[src/rtl/mem_arbiter.sv]
// Round-robin arbiter sharing one single-ported memory between the fetch and data ports.
// Each access runs a req/ack handshake, returns a one-cycle ready pulse, and aborts with err on timeout.
module mem_arbiter #(
    parameter int unsigned TIMEOUT = 255,
    parameter int unsigned TO_W    = 8
) (
    input  logic        clk,
    input  logic        clr,
    input  logic        i_req,
    input  logic [31:0] i_addr,
    output logic [31:0] i_rdata,
    output logic        i_ready,
    input  logic        d_req,
    input  logic        d_we,
    input  logic [3:0]  d_be,
    input  logic [31:0] d_addr,
    input  logic [31:0] d_wdata,
    output logic [31:0] d_rdata,
    output logic        d_ready,
    output logic        err,
    output logic        m_req,
    output logic        m_we,
    output logic [3:0]  m_be,
    output logic [31:0] m_addr,
    output logic [31:0] m_wdata,
    input  logic [31:0] m_rdata,
    input  logic        m_ack
);
    localparam int unsigned AW = 32;
    localparam int unsigned DW = 32;
    localparam int unsigned BW = 4;

    typedef enum logic [1:0] {IDLE, ISSUE, RESP} state_t;

    state_t          state, state_nx;
    logic            last_d, last_d_nx;
    logic            gnt_d, gnt_d_nx;
    logic [TO_W-1:0] cnt, cnt_nx;
    logic            pick_d;
    logic            m_req_nx, m_we_nx;
    logic [BW-1:0]   m_be_nx;
    logic [AW-1:0]   m_addr_nx;
    logic [DW-1:0]   m_wdata_nx, i_rdata_nx, d_rdata_nx;
    logic            i_ready_nx, d_ready_nx, err_nx;

    // State and all outputs registered
    always_ff @(posedge clk or negedge clr) begin
        if (!clr) begin
            state   <= IDLE;
            last_d  <= 1'b0;
            gnt_d   <= 1'b0;
            cnt     <= '0;
            m_req   <= 1'b0;
            m_we    <= 1'b0;
            m_be    <= '0;
            m_addr  <= '0;
            m_wdata <= '0;
            i_rdata <= '0;
            d_rdata <= '0;
            i_ready <= 1'b0;
            d_ready <= 1'b0;
            err     <= 1'b0;
        end else begin
            state   <= state_nx;
            last_d  <= last_d_nx;
            gnt_d   <= gnt_d_nx;
            cnt     <= cnt_nx;
            m_req   <= m_req_nx;
            m_we    <= m_we_nx;
            m_be    <= m_be_nx;
            m_addr  <= m_addr_nx;
            m_wdata <= m_wdata_nx;
            i_rdata <= i_rdata_nx;
            d_rdata <= d_rdata_nx;
            i_ready <= i_ready_nx;
            d_ready <= d_ready_nx;
            err     <= err_nx;
        end
    end

    // Next-state and next-output logic; ready/err are pulses so they default low
    always_comb begin
        state_nx   = state;
        last_d_nx  = last_d;
        gnt_d_nx   = gnt_d;
        cnt_nx     = cnt;
        pick_d     = 1'b0;
        m_req_nx   = m_req;
        m_we_nx    = m_we;
        m_be_nx    = m_be;
        m_addr_nx  = m_addr;
        m_wdata_nx = m_wdata;
        i_rdata_nx = i_rdata;
        d_rdata_nx = d_rdata;
        i_ready_nx = 1'b0;
        d_ready_nx = 1'b0;
        err_nx     = 1'b0;

        case (state)
            IDLE: begin
                if (i_req || d_req) begin
                    // On a tie, the port that did not win last time goes first
                    pick_d    = d_req && (!i_req || !last_d);
                    gnt_d_nx  = pick_d;
                    last_d_nx = pick_d;
                    cnt_nx    = '0;
                    m_req_nx  = 1'b1;
                    if (pick_d) begin
                        m_we_nx    = d_we;
                        m_be_nx    = d_we ? d_be : {BW{1'b1}};
                        m_addr_nx  = d_addr;
                        m_wdata_nx = d_wdata;
                    end else begin
                        m_we_nx    = 1'b0;
                        m_be_nx    = {BW{1'b1}};
                        m_addr_nx  = i_addr;
                        m_wdata_nx = '0;
                    end
                    state_nx = ISSUE;
                end
            end
            ISSUE: begin
                if (m_ack) begin
                    m_req_nx = 1'b0;
                    if (gnt_d) begin
                        d_ready_nx = 1'b1;
                        if (!m_we) d_rdata_nx = m_rdata;
                    end else begin
                        i_ready_nx = 1'b1;
                        i_rdata_nx = m_rdata;
                    end
                    state_nx = RESP;
                end else if (cnt == TO_W'(TIMEOUT - 1)) begin
                    m_req_nx = 1'b0;
                    err_nx   = 1'b1;
                    if (gnt_d) begin
                        d_ready_nx = 1'b1;
                        d_rdata_nx = '0;
                    end else begin
                        i_ready_nx = 1'b1;
                        i_rdata_nx = '0;
                    end
                    state_nx = RESP;
                end else begin
                    cnt_nx = cnt + TO_W'(1);
                end
            end
            RESP: begin
                state_nx = IDLE;
            end
            default: begin
                state_nx = IDLE;
            end
        endcase
    end
endmodule

[config.mk]
export PLATFORM = sky130hd
export DESIGN_NAME = mem_arbiter
export DESIGN_NICKNAME = d
export VERILOG_FILES = /design/src/rtl/mem_arbiter.sv
export SDC_FILE = /design/constraint.sdc
export NUM_CORES = 1
export LEC_CHECK = 0
export BUFFER_PORTS_ARGS = -buffer_cell sky130_fd_sc_hd__clkbuf_2
export CAP_MARGIN = 20
export CORE_UTILIZATION = 35
export DETAILED_ROUTE_END_ITERATION = 8
export PLACE_DENSITY_LB_ADDON = 0.05
export SLEW_MARGIN = 15
export SYNTH_ARGS = -nofsm -noshare
export SYNTH_HDL_FRONTEND = slang
export SYNTH_SLANG_ARGS = --single-unit
[constraint.sdc]
create_clock -name clk -period 4.8 [get_ports clk]
set_clock_uncertainty 0.15 [all_clocks]
set_input_delay 0.72 -clock clk [delete_from_list [all_inputs] [get_ports clk]]
set_output_delay 0.72 -clock clk [all_outputs]
set_load 0.05 [all_outputs]
# --- Word level (Yosys, flattened, before mapping) ---
# Index checks and enable logic that the tools add are counted.
classes:
  addsub: 1
  n_eq_ne: 7
  muxes: 37
  n_bitwise: 1
  n_reduce_logical: 14
ops:
  columns: ["op", "n"]
  rows:
  - ["$mux 32", 11]
  - ["$mux 8", 3]
  - ["$pmux 8 s2", 1]
  - ["$mux 1", 15]
  - ["$add 8x1->8 const B", 1]
  - ["$eq 8x8->1 const B", 1]
  - ["$mux 4", 2]
  - ["$ne 2x2->1 const B", 4]
  - ["$reduce_and 4->1", 2]
  - ["$mux 2", 3]
  - ["$reduce_and 3->1", 2]
  - ["$pmux 2 s2", 1]
  - ["$reduce_and 2->1", 2]
  - ["$reduce_bool 2->1", 2]
  - ["$ne 3x3->1 const B", 1]
  - ["$eq 2x1->1 const B", 1]
  - ["$logic_not 1->1", 2]
  - ["$logic_not 2->1", 1]
  - ["$logic_or 1x1->1", 2]
  - ["$pmux 1 s2", 1]
  - ["$logic_and 1x1->1", 1]
  - ["$not 1->1", 1]
word_totals:
  register_bits: 148
  inputBits: 138
  output_inout_bits: 137
  elab_cells: 73

# --- Longest topological paths before layout ---
depth:
  word_depth: 4
  ltp_mapped: 7
  depth_no_buf: 6

# --- Worst setup path after synthesis ---
# Ideal clock, no wire load.
synth_timing:
  kind: "input to register"
  start: "in m_ack"
  end: "reg cnt[6]"
  setup_time_ns: 0.069
  arrival_ns: 1.701
  setup_slack_ns: 2.881
  stages: 3
  path_cell_list: "or3b_1 > or4_1 > nand3_1"
synth_via:
  elab_chain_cells: 2
synth_rtl:
  columns: ["item", "line_no", "text"]
  rows:
  - ["start: declaration", "27", "input logic m_ack"]
  - ["$ne 2x2->1 (no line)", null, null]
  - ["$reduce_and 4->1 (no line)", null, null]
  - ["end signal: assignment", "67", "cnt <= cnt_nx;"]
  - ["end: declaration", "38", "logic [TO_W-1:0] cnt, cnt_nx;"]
# Every way passes these cells.
# A chain may end at the register's enable or synchronous reset.

==> results.yml <==
status:
  status: "completed"
floorplanning:
  die_x_microns: 130
  die_area_sq_mm: 0.0168
  num_rows: 46
  initial_utilization: 0.359
  coreArea_sq_mm: 0.0159
  io_pins: 275
  die_h_microns: 130
worst_setup_path:
  path_cells: "a21boi_4 -> buf_4 -> and2_1 -> buf_4 -> nand2_1 -> o22a_1"
  cp-startpoint: "gnt_d$_DFFE_PN0P_"
  cp_max_fo: 34
  crit_path_start_kind: "register"
  r2r_end: "m_be[0]$_DFFE_PN0P_"
  r2r_setup_slack_ns: 2.40
  crit_top_cell: "buf_4"
  max_stage_delay_ns: 0.50
  cp.required_ns: 4.95
  crit_end: "m_be[0]$_DFFE_PN0P_"
  worstSetupPathType: "reg -> reg"
  critPathSlowestCell: "dfrtp_1"
  worstReg2RegStart: "gnt_d$_DFFE_PN0P_"
  crit_path_end_kind: "register"
  r2r_cells: 6
  cp.arrival_ns: 2.55
sta:
  hold_viol_final: 0
  fin_ws_ns: 2.40
  tightest_slew_ns: 0.682
  period_share: 0.500
  rsz0062_at_grt: "no"
  max_slew_margin: 0.545
  setup_viol: 0
  fmax_mhz: 417
  drv_slew: 0
  setup_tns_ns: 0
  period_minus_slack_ns: 2.40
grt:
  antenna_found_initial: 0
  met3_usage: 0.0533
  use_met2: 0.300
  grt_pass1_vias: 4601
  top_usage_layer: "met2"
  grt_pass1_wl_mm: 23.8
  met1_usage: 0.237
  overflow: 0
  track_usage: 0.186
  grt_max_degree: 86
synth:
  synth_area_per_cell_sq_um: 12.9
  yosysUniqueCellTypes: 34
  synth_area_leader_cell: "dfrtp_1"
  synth_ff_type: "dfrtp_1"
  yosys.cell_count.top_type: "dfrtp_1"
  ys_top_cells_by_count: "148 x dfrtp_1, 96 x a22o_1, 39 x nand2_1, 38 x o21ai_1, 32 x mux2i_1"
  syn-num-nets: 582
  yosys-top-cells-area: "dfrtp_1 65%, a22o_1 15%, mux2i_1 5.6%, o21ai_1 3.3%, nand2_1 2.6%"
  synth-async-reset-ratio: 1.00
  syn_area_sq_mm: 0.00570
  ys_seq_area_frac: 0.649
  synth_edf_count: 0
  yosys_warnings: 0
  syn_inst: 442
  synth-seq-cells: 148
  yosys.area.top_type_share: 0.649
cts:
  cts_tree: "yes"
  clk_transition_reported_paths_ns: 0.06
  clockBufferDepth: 2
  root_buffer: "clkbuf_16"
  cts_setup_buffers: 0
  h-tree-depth: 4
  clk_latency_ns: 0.41
  clock-sinks: 148
  ctsHoldBuffers: 0
  cts-buffers-inserted: 17
  cts_resized: 0
layout:
  fin_nets: 851
  drive_above_1_share: 0.441
  fillCellCount: 1481
  synthToLayoutAreaGrowth_pct: 38.0
  n_antenna_cell: 0
route:
  wl_per_cell_microns: 16.5
  num_vias: 4669
  first_iter_violations: 225
  totalWireLength_mm: 15.5
  postRouteAntennaNets: 0
  drc: 0
  firstDrtPassIters: 4
  vias_per_cell: 4.97
power_and_ir_drop:
  ir_worst_vdd_mv: 0.423
  powerDensity_mw_per_mm2: 891
  power_mw: 7.01
  total_leakage_power_nw: 4.11
place:
  dp_hpwl_mm: 10.8
  place_congestion: 0.734
  io_buffers: 274
  dpl_worst_slack_ns: 2.04
min_path:
  hold_class: "in -> async"
flow_run:
  cap_viol_max_count: 0
[logic make-up after synthesis]
group,count (synthesis),synth area share
AO/OA/AOI/OAI,151,0.203
flip-flops,148,0.649
AND/OR/NAND/NOR,72,0.0577
buffers and inverters,37,0.0292
multiplexers,32,0.0562
adder cells (fa/ha/maj),2,0.00439
[worst min-delay path by stage]
stage               slack (ns)                      end  cells past startpoint                   start
finish                    0.16  i_rdata[28]$_DFFE_PN0P_                      1                     clr
global route              0.21  i_rdata[28]$_DFFE_PN0P_                      1                     clr
CTS                       0.19  i_rdata[28]$_DFFE_PN0P_                      1                     clr
detailed placement        0.33    m_addr[8]$_DFFE_PN0P_                      2   m_addr[8]$_DFFE_PN0P_
global placement          0.32   m_addr[19]$_DFFE_PN0P_                      2  m_addr[19]$_DFFE_PN0P_
floorplan                 0.27       cnt[0]$_DFFE_PN0P_                      0                     clr
[layout by cell type (no fill, tap or decap), types with 2 or more instances in the layout]
master	n
clkbuf_2	273
dfrtp_1	148
a22o_1	96
nand2_1	39
o21ai_1	36
mux2i_1	32
clkbuf_16	17
nand3_1	9
buf_4	8
nor2_1	6
o22a_1	5
clkinvlp_4	5
nor3_1	4
clkinv_2	4
inv_1	3
o211ai_1	3
and2_1	2
or4_1	2
and3_1	2
a31oi_1	2
o21ai_0	2
ha_1	2
clkbuf_8	2
[metal layers]
metal	wire, microns	vias to the layer above	share of wire
met1	6720	2287	0.43
met3	1060	16	0.068
met2	7530	194	0.48
met4	249	0	0.016
met5	0	-	0
li1	-	2172	-
[sequential cells by signal (all words and copies together), names as in the netlist]
signal	cells
m_wdata	32
i_rdata	32
err	1
m_addr	32
m_we	1
i_ready	1
m_req	1
gnt_d	1
m_be	4
d_ready	1
cnt	8
state	2
d_rdata	32
[metrics by stage]
stage	std cells	hold slack (ns)	area (sq um)	util
2_1_floorplan	442	0.274	5700	-
3_3_place_gp	908	0.318	7310	0.460
3_5_place_dp	908	0.325	7310	0.460
4_1_cts	940	0.192	7870	0.496
5_1_grt	940	0.210	7870	0.496
6_report	940	0.163	7870	0.496
[where the power goes]
part,leakage [nW],switching [mW],internal [mW]
logic,1.99,2.72,0.888
clock network,0.264,0.517,0.738
registers,1.86,0.334,1.82
[final cells by class]
class | count | area [sq um] | share of cell area
inverters | 4 | 15.0 | 0.00191
clock buffers | 20 | 457 | 0.0580
multi-input cells | 257 | 1860 | 0.237
clock inverters | 12 | 105 | 0.0134
flip-flops and latches | 148 | 3700 | 0.470
well taps | 216 | 270 | 0.0343
repair buffers | 283 | 1460 | 0.185
[critical path: cells and delay by family (launching register included)]
family          cells  cell delay (ns)
compound gates      2             0.42
buf+inv             2             0.80
flops               1             0.50
simple gates        2             0.40
No activity file was read; power rests on OpenSTA's default activity.
